`src/rtl/sbhw_buf.sv`:
```
// Store buffer: formats sb/sh/sw requests into lane-replicated word writes and
// drains them in order to data memory. Optional load forwarding under SB_FWD_EN.
module sbhw_buf #(
  parameter int DEPTH = 4
) (
  input  logic        clk,
  input  logic        rst,
  input  logic        st_valid,
  output logic        st_ready,
  input  logic [31:0] st_addr,
  input  logic [31:0] st_data,
  input  logic [2:0]  st_con,
  output logic        st_ade,
  output logic        mem_req,
  output logic [31:0] mem_addr,
  output logic [31:0] mem_wdata,
  output logic [3:0]  mem_wstrb,
  input  logic        mem_ack,
`ifdef SB_FWD_EN
  input  logic [31:0] ld_addr,
  output logic        fwd_hit,
  output logic [31:0] fwd_data,
  output logic [3:0]  fwd_strb,
`endif
  output logic        sb_empty
);

  localparam int PTR_W = $clog2(DEPTH);
  localparam int CNT_W = PTR_W + 1;

  logic [29:0]      q_addr [DEPTH];
  logic [31:0]      q_data [DEPTH];
  logic [3:0]       q_strb [DEPTH];
  logic [PTR_W-1:0] head, tail;
  logic [CNT_W-1:0] count;

  logic        full, empty, push, pop;
  logic        is_sb, is_sh, is_sw;
  logic [31:0] wdata;
  logic [3:0]  wstrb;

  assign full  = (count == CNT_W'(DEPTH));
  assign empty = (count == '0);

  // Lowest set control bit selects the access size.
  assign is_sb = st_con[0];
  assign is_sh = st_con[1] & ~st_con[0];
  assign is_sw = st_con[2] & ~|st_con[1:0];

  // NOTE: every combinational output gets a default first so no latch is inferred.
  always_comb begin
    wdata = '0;
    wstrb = '0;
    if (is_sb) begin
      wdata = {4{st_data[7:0]}};
      wstrb = 4'b0001 << st_addr[1:0];
    end else if (is_sh) begin
      wdata = {2{st_data[15:0]}};
      wstrb = st_addr[1] ? 4'b1100 : 4'b0011;
    end else if (is_sw) begin
      wdata = st_data;
      wstrb = 4'b1111;
    end
  end

  assign st_ade   = st_valid & ((is_sh & st_addr[0]) | (is_sw & (st_addr[1:0] != 2'b00)));
  assign st_ready = ~full & ~rst;
  assign push     = st_valid & st_ready & ~st_ade & (st_con != 3'b000);

  assign mem_req  = ~empty & ~rst;
  assign pop      = mem_req & mem_ack;
  assign sb_empty = empty | rst;

  assign mem_addr  = mem_req ? {q_addr[head], 2'b00} : 32'h0;
  assign mem_wdata = mem_req ? q_data[head] : 32'h0;
  assign mem_wstrb = mem_req ? q_strb[head] : 4'h0;

  // NOTE: non-blocking assignments for all state so every register samples pre-edge values.
  always_ff @(posedge clk) begin
    if (rst) begin
      head  <= '0;
      tail  <= '0;
      count <= '0;
    end else begin
      if (push) tail <= tail + PTR_W'(1);
      if (pop)  head <= head + PTR_W'(1);
      case ({push, pop})
        2'b10:   count <= count + CNT_W'(1);
        2'b01:   count <= count - CNT_W'(1);
        default: count <= count;
      endcase
    end
  end

  // NOTE: entry storage is not reset; occupancy alone decides which entries are live.
  always_ff @(posedge clk) begin
    if (push) begin
      q_addr[tail] <= st_addr[31:2];
      q_data[tail] <= wdata;
      q_strb[tail] <= wstrb;
    end
  end

`ifdef SB_FWD_EN
  logic [PTR_W-1:0] fwd_idx;

  // Walk oldest to youngest so younger matches overwrite older lanes.
  always_comb begin
    fwd_data = '0;
    fwd_strb = '0;
    fwd_idx  = '0;
    for (int k = 0; k < DEPTH; k++) begin
      fwd_idx = head + PTR_W'(k);
      if ((CNT_W'(k) < count) && (q_addr[fwd_idx] == ld_addr[31:2])) begin
        fwd_strb = fwd_strb | q_strb[fwd_idx];
        for (int b = 0; b < 4; b++) begin
          if (q_strb[fwd_idx][b]) fwd_data[8*b +: 8] = q_data[fwd_idx][8*b +: 8];
        end
      end
    end
  end

  assign fwd_hit = |fwd_strb;
`endif

endmodule

```
`config.mk`:
```
export PLATFORM = sky130hd
export DESIGN_NAME = sbhw_buf
export DESIGN_NICKNAME = d
export VERILOG_FILES = /design/src/rtl/sbhw_buf.sv
export SDC_FILE = /design/constraint.sdc
export NUM_CORES = 1
export LEC_CHECK = 0
export ABC_AREA = 1
export CAP_MARGIN = 20
export CORE_MARGIN = 5
export CORE_UTILIZATION = 43
export CTS_BUF_LIST = sky130_fd_sc_hd__clkbuf_8
export DETAILED_ROUTE_END_ITERATION = 12
export PLACE_DENSITY = 0.66
export SKIP_CTS_REPAIR_TIMING = 1
export SYNTH_ARGS = -nofsm -noshare
export SYNTH_HDL_FRONTEND = slang
export SYNTH_SLANG_ARGS = --single-unit
```
`constraint.sdc`:
```
create_clock -name clk -period 9.4 [get_ports clk]
set_input_delay 1.41 -clock clk [delete_from_list [all_inputs] [get_ports clk]]
set_output_delay 1.41 -clock clk [all_outputs]
set_load 0.01 [all_outputs]
```
### Yosys cells after proc, flatten, opt, wreduce, memory -nomap -nowiden

Memory sizes are Yosys's and may differ from the RTL's. A register that Yosys moved wholly into a read port is not among the register bits.
Cells that the tools add are included.

* register bits: 7
* bits in writable memories: 264
* input bits: 71
* output and inout port bits: 72
* word-level logic and storage cells: 57
* memories: 3

Memory list
* q_data: depth 4, width 32, rd ports 1, clocked after Yosys merged registers in 1, wr ports 1, RTL line 32 `logic [31:0] q_data [DEPTH];`
* q_addr: depth 4, width 30, rd ports 1, clocked after Yosys merged registers in 1, wr ports 1, RTL line 31 `logic [29:0] q_addr [DEPTH];`
* q_strb: depth 4, width 4, rd ports 1, clocked after Yosys merged registers in 1, wr ports 1, RTL line 33 `logic [3:0] q_strb [DEPTH];`

* add/subtract/negate cells: 4
* eq/ne operators: 3
* shift operators: 1
* multiplexer cells: 19
* bitwise operators: 18
* reductions and logical operators: 6

Operators by type and width (number)
* 32-bit two-way mux: 5
* 4-bit two-way mux: 5
* 2-bit two-way mux: 6
* 1-bit bitwise AND: 11
* 3-bit one-hot mux with 2 select lines: 1
* 1-bit inverter: 5
* 2-bit by 1-bit adder with 2-bit output, second input constant: 2
* 2-bit nonzero test: 2
* 1-bit by 2-bit << shifter with 4-bit output, first input constant: 1
* 3-bit by 1-bit adder with 3-bit output, second input constant: 1
* 3-bit == test, second input constant: 1
* 3-bit logical NOT: 1
* 3-bit nonzero test: 1
* 3-bit by 1-bit subtractor with 3-bit output, second input constant: 1
* 2-bit by 1-bit == test with 1-bit output, second input constant: 1
* 2-bit == test, second input constant: 1
* 1-bit two-way mux: 2
* 1-bit OR: 2
* 2-bit OR reduction: 1
* 1-bit logical NOT: 1

### Longest topological paths before layout

Gate-level depths: netlist of run 1.

* depth in word-level cells: 11
* gate-level depth with buffers: 14

### Worst setup path after synthesis of run 1

Ideal clock, no wire load.

* kind: input -> register
* start: input port rst
* end: memory q_addr[0][0], enable pin
* setup time: 490 ps
* arrival: 4692 ps
* data required time: 8910 ps
* slack: 4217 ps
* stages: 5
* cell sequence: inv_1 nand2_1 nor2_8 nand2_4 nor2_1

* word-level cells in the longest chain between the ends: 7

Ends and longest elaborated chain
* from (decl): RTL line 7 `input logic rst,`
* 1-bit inverter: RTL line 67 `assign st_ready = ~full & ~rst;`
* 1-bit bitwise AND: RTL line 67
* 1-bit bitwise AND (3 in series): RTL line 68 `assign push = st_valid & st_ready & ~st_ade & (st_con != 3'b000);`
* 1-bit two-way mux: RTL line 97 `if (push) begin`
* 1-bit two-way mux (implied by the code): RTL line 98 `q_addr[tail] <= st_addr[31:2];`
* to (decl): RTL line 31

No other way between the ends.

### Worst setup path after layout of run 1

* start: input port rst
* end: output port mem_wdata[2]

* word-level cells in the longest chain between the ends: 3

Ends and longest elaborated chain
* 1-bit inverter: RTL line 70 `assign mem_req = ~empty & ~rst;`
* 1-bit bitwise AND: RTL line 70
* 32-bit two-way mux: RTL line 75 `assign mem_wdata = mem_req ? q_data[head] : 32'h0;`
* to (decl): RTL line 16 `output logic [31:0] mem_wdata,`

No other way between the ends.

==> results of run 1 <==
-- cells in the mapped netlist, drive strengths merged --
cell type  number  share of area, %
conb            1             0.033
nor2          291                10
a21oi          72               3.2
xor2            1             0.078
nand2          45               1.9
o21ai         148               6.6
edfxtp        264                70
nand3           6              0.27
inv            41               1.4
nor3            1             0.044
buf            35               2.0
o31ai           8              0.53
clkbuf         20              0.75
ha              5              0.56
fa              1              0.18
o211ai          7              0.47
dfxtp           9               1.6
-- worst max-delay path: cells and delay by family --
kind | cells | cell delay (ns)
compound gates | 1 | 0.53
buf+inv | 3 | 1.28
simple gates | 1 | 0.55
-- worst max-delay path by stage --
stage               start            to  slack [ns]  depth (start not counted)
finish                rst  mem_wdata[2]        4.20                          5
detailed placement    rst  mem_wdata[2]        4.23                          5
global placement      rst  mem_wdata[2]        4.23                          5
CTS                   rst  mem_wdata[2]        4.22                          5
global route          rst  mem_wdata[2]        4.07                          5
floorplan             rst  q_addr[0][0]        4.22                          5
-- cell families (layout without fill, tap and decap cells) --
| group | after synthesis | after routing | synth area share, % |
|---|---|---|---|
| adder cells (fa/ha/maj) | 6 | 6 | 0.734 |
| flip-flops | 273 | 273 | 72.1 |
| AND/OR/NAND/NOR | 343 | 343 | 12.2 |
| AO/OA/AOI/OAI | 235 | 235 | 10.8 |
| XOR/XNOR | 1 | 1 | 0.0779 |
| buffers and inverters | 96 | 273 | 4.12 |
| other | 1 | 2 | 0.0333 |
-- state kept, by name (all words and copies together), names as in the netlist, named ones only --
name,flops
tail,2
count,3
q_strb,16
q_addr,120
head,2
q_data,128
-- through the flow --
stage | power (mW) | utilization (%) | area, um^2 | instances | hold slack, ns
global placement | 1.66 | 49.7 | 12900 | 1384 | 0.467
finish | 2.55 | 52.9 | 13700 | 1468 | 0.507
detailed placement | 1.66 | 49.7 | 12900 | 1384 | 0.502
floorplan | 1.54 | - | 11300 | 956 | 0.459
global route | 2.67 | 52.9 | 13700 | 1468 | 0.533
CTS | 2.58 | 52.8 | 13700 | 1466 | 0.506
-- report_power, final --
| part | internal [mW] | leakage (nW) | total [mW] | switching, mW |
|---|---|---|---|---|
| logic | 0.101 | 1.83 | 0.255 | 0.154 |
| registers | 1.37 | 2.48 | 1.38 | 0.0109 |
| clock network | 0.475 | 0.459 | 0.917 | 0.441 |
| total | 1.95 | 4.77 | 2.55 | 0.606 |
-- routing by layer --
metal	track usage, %	routed length, um
met5	0	0
met4	5.71	549
met3	3.17	1440
met2	29.8	12900
met1	23.6	11500
-- final cells by class --
class	instances	area share, %
inverter	41	1.14
sequential	273	59.2
clock buffer	45	4.52
clock inverter	37	1.33
timing repair buffer	150	11.0
multi-input combinational	587	19.8
tap	335	3.06
==> impl_metrics.csv, run 1 <==
group,metric,value,unit
run_status,status,"finished, final reports clean",
hold_path,holdPathStages,2,
sta,worstMarginPinSlew,1.03,ns
power,powerDensity,186,nW/um^2
routing,drt-total-wl,26400,um
die,die-area,29500,um^2
routing,wire_per_inst,18.0,um
layout,areaGrowthSynthToFinish,21.9,%
layout,multi_input_area,2720,um^2
sta,fin_crit,5.20,ns
setup_path,r2r_slack,6.61,ns
hold_path,hold_path_class,"flop to flop",
routing,first_pass_iters,5,
clock_network,numCtsBuffers,45,
setup_path,r2r-start,"count[1]",
die,io_pins,143,
die,die_y,172,um
layout,final_layout_size_suffix_gt1_share,7.59,%
setup_path,cp_slowest_cell,"clkdlybuf4s50_1",
grt,track_usage,17.7,%
setup_path,rr_worst_depth,7,
die,rows,59,
grt,grt_pass1_wl,40500,um
sta,hold_viol,0,
setup_path,crit_path_cell_trace,"clkdlybuf4s50_1 > inv_1 > nand2_4 > a21oi_1 > clkdlybuf4s50_1",
routing,ant_nets,0,
routing,drtIter0Drc,594,
die,start_util,43.4,%
setup_path,critPathMaxStageDelay,0.62,ns
layout,finalNetCount,1175,
grt,grt_max_degree,95,
sta,finalCritPeriodShare,55.3,%
setup_path,critPathKind,"input pin to output port",
setup_path,path_max_fanout,71,
layout,final_common_cell,"nor2_1",
power,p_leak,4.77,nW
placed_design,dp_slack,4.23,ns
hold_path,min_from,"head[1]",
grt,grt-ovfl-total,0,
routing,drcViolationCount,0,
logic_synthesis,yosysWarnings,0,
die,die_x,172,um
placed_design,place_congestion,0.815,
layout,final_cell_mix,"nor2_1, edfxtp_1, clkdlybuf4s50_1",
clock_network,clk_pin_slew,0.06,ns
grt,grt_pass1_vias,7459,
placed_design,hpwl,15400,um
sta,tns,0,ns
setup_path,critPathCaptureType,"output port",
setup_path,startpoint_type,"input pin",
clock_network,clk_latency,0.53,ns
layout,seq_area,8110,um^2
setup_path,timing.rr.end,"q_data[1][28]",
die,core_area,25900,um^2
routing,vias,7465,
sta,setup_slack,4.20,ns
logic_synthesis,synth_seq_cells,273,
clock_network,root_buffer,"clkbuf_8",
logic_synthesis,synth_area,11200,um^2
sta,finalMaxSlewViolations,0,
clock_network,clock-sinks,273,
routing,viasPerCell,5.09,
layout,diodes,0,
clock_network,cts_tree,"yes",
placed_design,port_buffers,140,
logic_synthesis,ys_seq_area_share,72.1,%
setup_path,required,7.99,ns
power,max-vdd-ir-drop,102,uV
sta,rsz0062_at_grt,"false",
grt,antenna_found_initial,0,
sta,setup_viol,0,
setup_path,crit_top_cell,"clkdlybuf4s50_1",
sta,fmax,0.192,GHz
clock_network,ctsLongestPathBuffers,3,
layout,fillCellCount,2230,
logic_synthesis,syn_inst,955,
job,drv_cap,0,
sta,finClkSkew,0.0152,ns
sta,slew_headroom,31.5,%
logic_synthesis,yosysUniqueCellTypes,27,
setup_path,arrival,3.79,ns
logic_synthesis,syn_area_per_cell,11.8,um^2
clock_network,htreeDepth,2,
Note: power is estimated with default switching activity, not from simulation.
==> run 2: changes to the inputs <==
Clock period 9.4 ns to 4.9 ns, I/O delays scaled along.
==> run 2 against run 1 <==
Sequential cell count stayed put. Sequential share of layout area is 0.10 points lower. First-iteration DRC count shrank 8.1%. Combinational power up 96%. Critical path type unchanged. Count of clock-buffer cells in the layout stayed put. Clock power grew 84%. Worst hold slack lost 0.0085 ns. Die area stayed put. Critical endpoint is now mem_wdata[4].
==> impl_metrics.csv, run 2 (same netlist as run 1, synthesis figures left out) <==
group,metric,value,unit
routing,vias,7464,
setup_path,arrival,3.12,ns
routing,ant_nets,0,
grt,met2_usage,28.7,%
layout,final_layout_size_suffix_gt1_share,7.58,%
placed_design,dp.cells,1388,
job,drv_cap,0,
placed_design,port_buffers,140,
sta,hold_viol,0,
clock_network,numCtsBuffers,44,
grt,grt_max_degree,80,
power,finalPower,4.83,mW
power,p_leak,4.78,nW
placed_design,place_congestion,0.806,
die,die-area,29500,um^2
grt,antenna_found_initial,0,
setup_path,crit_path_cell_trace,"clkdlybuf4s50_1 > inv_1 > nand2_4 > a21oi_1 > clkdlybuf4s50_1",
layout,final_cell_mix,"nor2_1, edfxtp_1, clkdlybuf4s50_1",
setup_path,critPathCaptureType,"output port",
setup_path,crit_top_cell,"clkdlybuf4s50_1",
routing,drcViolationCount,0,
grt,track_usage,17.6,%
routing,wire_per_inst,17.9,um
setup_path,critPathKind,"input pin to output port",
grt,grt_pass1_vias,7321,
layout,largest_reg_flops,128,
die,die_y,172,um
setup_path,cp_num_buf_inv,3,
sta,finalCritPeriodShare,78.7,%
placed_design,dp_slack,1.05,ns
grt,grt-ovfl-total,0,
placed_design,placed_area,12900,um^2
setup_path,path_max_fanout,71,
power,powerDensity,352,nW/um^2
layout,areaGrowthSynthToFinish,22.1,%
clock_network,cts_tree,"yes",
layout,fillCellCount,2210,
layout,postLayoutCoreUtil,53.0,%
die,die_x,172,um
sta,worstMarginPinSlew,0.967,ns
sta,tns,0,ns
clock_network,clk_pin_slew,0.06,ns
clock_network,clock-sinks,273,
placed_design,hpwl,15400,um
die,rows,59,
setup_path,cp_slowest_cell,"clkdlybuf4s50_1",
sta,slew_headroom,35.6,%
setup_path,startpoint_type,"input pin",
setup_path,critPathMaxStageDelay,0.62,ns
layout,reg.largest.list,"q_data (128), q_addr (120), q_strb (16)",
routing,drt-total-wl,26300,um
sta,setup_viol,0,
clock_network,ctsLongestPathBuffers,3,
layout,regMostFlops,"q_data",
sta,finClkSkew,0.0164,ns
layout,stdcell_area,13700,um^2
setup_path,crit_family,"buffers and inverters",
power,max-vdd-ir-drop,221,uV
layout,diodes,0,
clock_network,htreeDepth,2,
clock_network,clk_latency,0.54,ns
grt,grt_pass1_wl,40100,um
grt,met3_usage,3.63,%
routing,viasPerCell,5.08,
clock_network,root_buffer,"clkbuf_8",
sta,fin_crit,3.86,ns
grt,gr-usage-met1,23.8,%
sta,fin_hold_ws,0.498,ns
die,core_area,25900,um^2
die,io_pins,143,
routing,first_pass_iters,4,
sta,fmax,0.259,GHz
grt,top_usage_layer,"met2",
sta,rsz0062_at_grt,"false",
layout,finalNetCount,1177,
layout,fin_cells,1469,
hold_path,hold_path_class,"flop to flop",
routing,drtIter0Drc,546,
sta,setup_slack,1.04,ns
die,start_util,43.4,%
sta,finalMaxSlewViolations,0,
layout,final_common_cell,"nor2_1",
setup_path,required,4.16,ns
run_status,status,"finished, final reports clean",
==> run 2: cell count changes in the layout (fill, tap and decap cells not counted) <==
cell and change:
bufinv_16 -1, buf_12 +3, clkinv_2 -2, clkinv_1 +1
==> run 2: worst paths after layout <==
path / startpoint / slack [ns] / endpoint / depth (start not counted)
max: rst / 1.04 / mem_wdata[4] / 5
min: count[2] / 0.50 / count[2] / 2
max reg2reg: count[1] / 2.29 / count[2] / 12
min reg2reg: count[2] / 0.50 / count[2] / 2
==> run 2: power by group <==
group          leakage (nW)  internal, mW  switching (mW)
Sequential             2.48          2.63          0.0140
Clock                 0.438         0.854           0.836
Combinational          1.86         0.196           0.303
==> run 2: tightest hold or removal path, stage by stage, from the launching register on <==
cell	delay, ns
dfxtp_1	0.31
inv_1	0.08
a21oi_1	0.06
==> run 2: per-layer routing <==
| layer | wire length (um) | up-vias |
|---|---|---|
| met5 | 0 | - |
| met4 | 581 | 0 |
| met3 | 1520 | 39 |
| met2 | 12900 | 220 |
| met1 | 11400 | 3580 |
| li1 | - | 3625 |
==> run 2: area by class of cell <==
class,count,area (um^2),share of cell area [%]
clock buffers,45,619,4.51
clock inverters,35,146,1.07
inverters,41,156,1.14
multi-input cells,587,2720,19.8
flip-flops and latches,273,8110,59.1
well taps,335,419,3.05
repair buffers,153,1560,11.4
==> RTL change 1: new RTL, flow settings as in run 1 <==
Change the parameter `DEPTH` from 4 to 8.
--- a/src/rtl/sbhw_buf.sv
+++ b/src/rtl/sbhw_buf.sv
@@ -1,7 +1,7 @@
 // Store buffer: formats sb/sh/sw requests into lane-replicated word writes and
 // drains them in order to data memory. Optional load forwarding under SB_FWD_EN.
 module sbhw_buf #(
-  parameter int DEPTH = 4
+  parameter int DEPTH = 8
 ) (
   input  logic        clk,
   input  logic        rst,
Formal check against the unedited RTL: not equivalent (a bounded check fails within 10 cycles, from zero or initial values and one cycle with rst high).
==> RTL change 1 against run 1 <==
Total power rose by 110%; sequential cell count rose by 268; sequential power rose by 98%; critical path depth rose by 3; final area rose by 85%; area after synthesis rose by 95%; clock power rose by 94%; hold slack improved by 0.0036 ns; routed wire length rose by 100%; setup slack got worse by 0.41 ns.
==> RTL change 1: results <==
outcome:
  status: "completed"
global_route:
  use_met2: 0.308
  grtUsageMet1: 0.253
  grt_max_degree: 150
  grt_pass1_wl_mm: 81.9
  grt_pass1_vias: 14100
  antenna_found_initial: 2
power_and_ir_drop:
  vdd_ir_drop_max_mv: 0.108
  internal_power_mw: 3.93
  p_leak_nw: 8.60
sta:
  tightestPinTransition_ns: 1.18
synthesis:
  yosys.cell_types.count: 26
  synth_cells: 1773
  yosysSeqAreaShare: 0.736
  synth_xor_area_frac: 0.00200
  synthAdderAreaFrac: 0.00286
  synth_edf_count: 528
cts:
  h-tree-depth: 3
  clk_latency_ns: 0.64
  cts_buffers: 86
detailed_routing:
  drt_iter0_drc: 1473
  vias_per_cell: 5.40
setup_path:
  r2r_slack_ns: 6.18
  slowest_delay_ns: 0.59
  critPathArrivalTime_ns: 4.20
  reg2reg_from: "count[0]"
placement:
  hpwl_mm: 28.3
  post-place-ws_ns: 3.74
final_layout:
  final_nets: 1992
  fillCellCount: 4375
-- RTL change 1: changes by cell type after synthesis, moves of 4 or more --
cell and change:
buf_4 +22, o211ai_1 +67, nand2_4 -5, o21ai_1 -25, clkbuf_2 +4, o21ai_0 +157
a21oi_1 -63, nand2_1 +86, edfxtp_1 +264, dfxtp_1 +4, o22ai_1 +66, nor2_1 +200
buf_2 +12, clkbuf_1 +18
-- RTL change 1: how the worst max path moves through the flow --
stage              start  cells after the start      endpoint  slack, ns
4_1_cts        flip-flop                      7  mem_addr[14]       3.47
2_1_floorplan  st_con[0]                      7  q_addr[0][0]       4.10
3_3_place_gp         rst                      8  mem_addr[19]       3.81
3_5_place_dp         rst                      8  mem_addr[17]       3.74
6_report             rst                      8  mem_addr[25]       3.79
5_1_grt              rst                      8  mem_addr[12]       3.59
-- RTL change 1: per-stage QoR --
stage                     utilization  total power [mW]  hold WS [ns]
after floorplan                     -              3.30         0.467
after global placement          0.471              3.63         0.487
after detailed placement        0.471              3.64         0.498
after CTS                       0.501              5.42         0.509
after global routing            0.505              5.64         0.532
final                           0.505              5.38         0.511
-- RTL change 1: layer usage --
| layer | up-vias | wire length (um) |
|---|---|---|
| li1 | 6659 | - |
| met1 | 7076 | 23000 |
| met2 | 526 | 26200 |
| met3 | 79 | 3180 |
| met4 | 0 | 1250 |
| met5 | - | 0 |
-- RTL change 1: logic make-up (layout without fill, tap and decap cells) --
family	after synthesis	count (layout)
AO/OA/AOI/OAI	437	437
XOR/XNOR	5	5
adder cells (fa/ha/maj)	5	5
buffers and inverters	159	366
flip-flops	541	541
other	1	4
AND/OR/NAND/NOR	625	625
-- RTL change 1: power by group through the flow --
stage	Clock (mW)	Combinational, mW	Sequential (mW)
final	1.78	0.877	2.73
after global routing	1.93	0.969	2.73
after CTS	1.83	0.869	2.73
after floorplan	0	0.540	2.76
after global placement	0	0.854	2.78
after detailed placement	0	0.865	2.78
-- RTL change 1: worst min-delay path, stage by stage (launching register included) --
cell and delay [ns]:
dfxtp_1 0.33, nand2_1 0.07, a21oi_1 0.06
-- RTL change 1: final cells by class --
cell class | instances | area [um2] | share of cell area
Timing Repair Buffer | 169 | 1710 | 0.0675
Tap cell | 672 | 841 | 0.0331
Antenna cell | 2 | 5.00 | 0.000197
Sequential cell | 541 | 16100 | 0.635
Multi-Input combinational cell | 1074 | 5020 | 0.198
Clock buffer | 90 | 1240 | 0.0488
Clock inverter | 63 | 275 | 0.0108
Inverter | 44 | 171 | 0.00675
==> RTL change 2: new RTL, flow settings as in run 1 <==
Made on the original files. Reset style: asynchronous (`rst`), changed in one clocked block.
--- a/src/rtl/sbhw_buf.sv
+++ b/src/rtl/sbhw_buf.sv
@@ -76,7 +76,7 @@
   assign mem_wstrb = mem_req ? q_strb[head] : 4'h0;
 
   // NOTE: non-blocking assignments for all state so every register samples pre-edge values.
-  always_ff @(posedge clk) begin
+  always_ff @(posedge clk or posedge rst) begin
     if (rst) begin
       head  <= '0;
       tail  <= '0;
Behaviour: same outputs for any inputs over 4 cycles, from zero or initial values and one cycle with rst high; that may be too few to reach the edited logic, so the function may still have changed.
==> RTL change 2 against run 1 <==
Hold slack better by 0.015 ns; setup slack worse by 0.0031 ns; area after synthesis decreased by 0.44%; routed wire length grew 1.3%; clock skew fell by 0.0027 ns; sequential cell count fell by 2; via count grew 0.40%; final area down 0.68%; critical endpoint is now mem_addr[2].
Power is not compared: it rests on default switching activity, and its combinational part moved more than twofold at a synthesized area within 25%.
==> RTL change 2: results <==
cts:
  cts_buffers: 45
  root_buffer: "clkbuf_8"
  clock_path_buffers: 3
  cts.clk_slew.worst_paths_ns: 0.05
  h-tree-depth: 2
  clk_latency_ns: 0.54
final_layout:
  n_antenna_cell: 0
  fillCellCount: 2289
  reg_top3: "q_data x128, q_addr x120, q_strb x16"
  drive_above_1_share: 0.0705
  final_cell_area_um2: 13600
  final_nets: 1162
synthesis:
  synth_ff_type: "edfxtp_1"
  netlist_top_cells_count: "281 x nor2_1, 264 x edfxtp_1, 96 x o21ai_0, 67 x a21oi_1, 50 x o21ai_1"
  synth_edf_count: 264
  synthAdderAreaFrac: 0.00737
  synth_mux_area_frac: 0
  yosys_warnings: 0
  synth-compound-area-share: 0.105
  yosysSeqAreaShare: 0.723
  synth_xor_area_frac: 0.00235
  synth_area_leaders: "edfxtp_1 71%, nor2_1 9.4%, o21ai_0 4.3%"
  synth_cells: 944
  synthArstFlopShare: 0.0258
  yosys.cell_types.count: 27
setup_path:
  crit_fanout: 45
  cp_slowest_cell: "clkdlybuf4s50_1"
  slowest_delay_ns: 0.57
  critPathArrivalTime_ns: 3.79
detailed_routing:
  wl_met3_mm: 1.97
  drt_wl_total_mm: 26.7
  drt_pass1_iterations: 5
  routed.top_layer: "met4"
  wl_met2_mm: 12.7
  wl_met1_mm: 11.4
  vias_per_cell: 5.15
  wl_per_cell_um: 18.4
  drt_iter0_drc: 653
power_and_ir_drop:
  p_leak_nw: 4.72
  vdd_ir_drop_max_mv: 0.138
global_route:
  grt_pass1_vias: 7439
  grt_max_degree: 87
  antenna_found_initial: 0
  grt_pass1_wl_mm: 41.2
  grtUsageTotal: 0.181
sta:
  relSlewSlack: 0.292
  skew_ns: 0.0126
placement:
  hpwl_mm: 14.9
  dp_cells: 1373
  io_buffers: 140
  globalplace.congestion: 0.797
  dpl-instance-area_um2: 12800
  post-place-ws_ns: 4.17
min_path:
  hp-class: "flip-flop to flip-flop"
outcome:
  status: "completed"
## RTL change 2: cell count changes after synthesis, sizes merged, moves of 2 or more
cell	before	now
o21ai	148	146
dfrtp	0	7
dfxtp	9	0
clkbuf	20	18
a21oi	72	67
buf	35	38
nor2	291	283
nand2	45	50
## RTL change 2: routing by layer
metal,track usage,up-vias
met5,0,-
met4,0.0565,0
met3,0.0421,45
met2,0.301,257
met1,0.237,3615
li1,-,3578
## RTL change 2: power by group
part	switching [mW]	total [mW]	leakage, nW	internal, mW
Combinational	0.765	1.25	1.76	0.482
Clock	0.445	0.949	0.474	0.504
Sequential	0.0662	1.52	2.48	1.45
## RTL change 2: area by class of cell
type,count,area (um2),area share
sequential,271,8110,0.595
multi-input combinational,577,2630,0.193
timing repair buffer,149,1470,0.108
clock buffer,45,619,0.0455
tap,335,419,0.0308
clock inverter,37,211,0.0155
inverter,41,156,0.0115
## RTL change 2: worst paths after layout
path,cells past startpoint,endpoint,slack (ns),startpoint
worst max-delay path,6,mem_addr[2],4.20,rst
worst min-delay path,1,count[0],0.52,count[0]
worst max register to register,10,count[2],6.93,count[0]
worst min register to register,1,count[0],0.52,count[0]
max in group asynchronous,2,head[0],8.00,rst
min in group asynchronous,2,head[0],1.13,rst
## RTL change 2: kinds of logic (layout without fill, tap and decap cells)
group | after synthesis | after routing
other | 1 | 2
adder cells (fa/ha/maj) | 6 | 6
flip-flops | 271 | 271
XOR/XNOR | 3 | 3
buffers and inverters | 97 | 272
AO/OA/AOI/OAI | 228 | 228
AND/OR/NAND/NOR | 338 | 338
## RTL change 2: worst max-delay path: cells and delay by family
family / cells / cell delay (ns)
compound gates: 1 / 0.23
buf+inv: 4 / 1.68
simple gates: 1 / 0.42
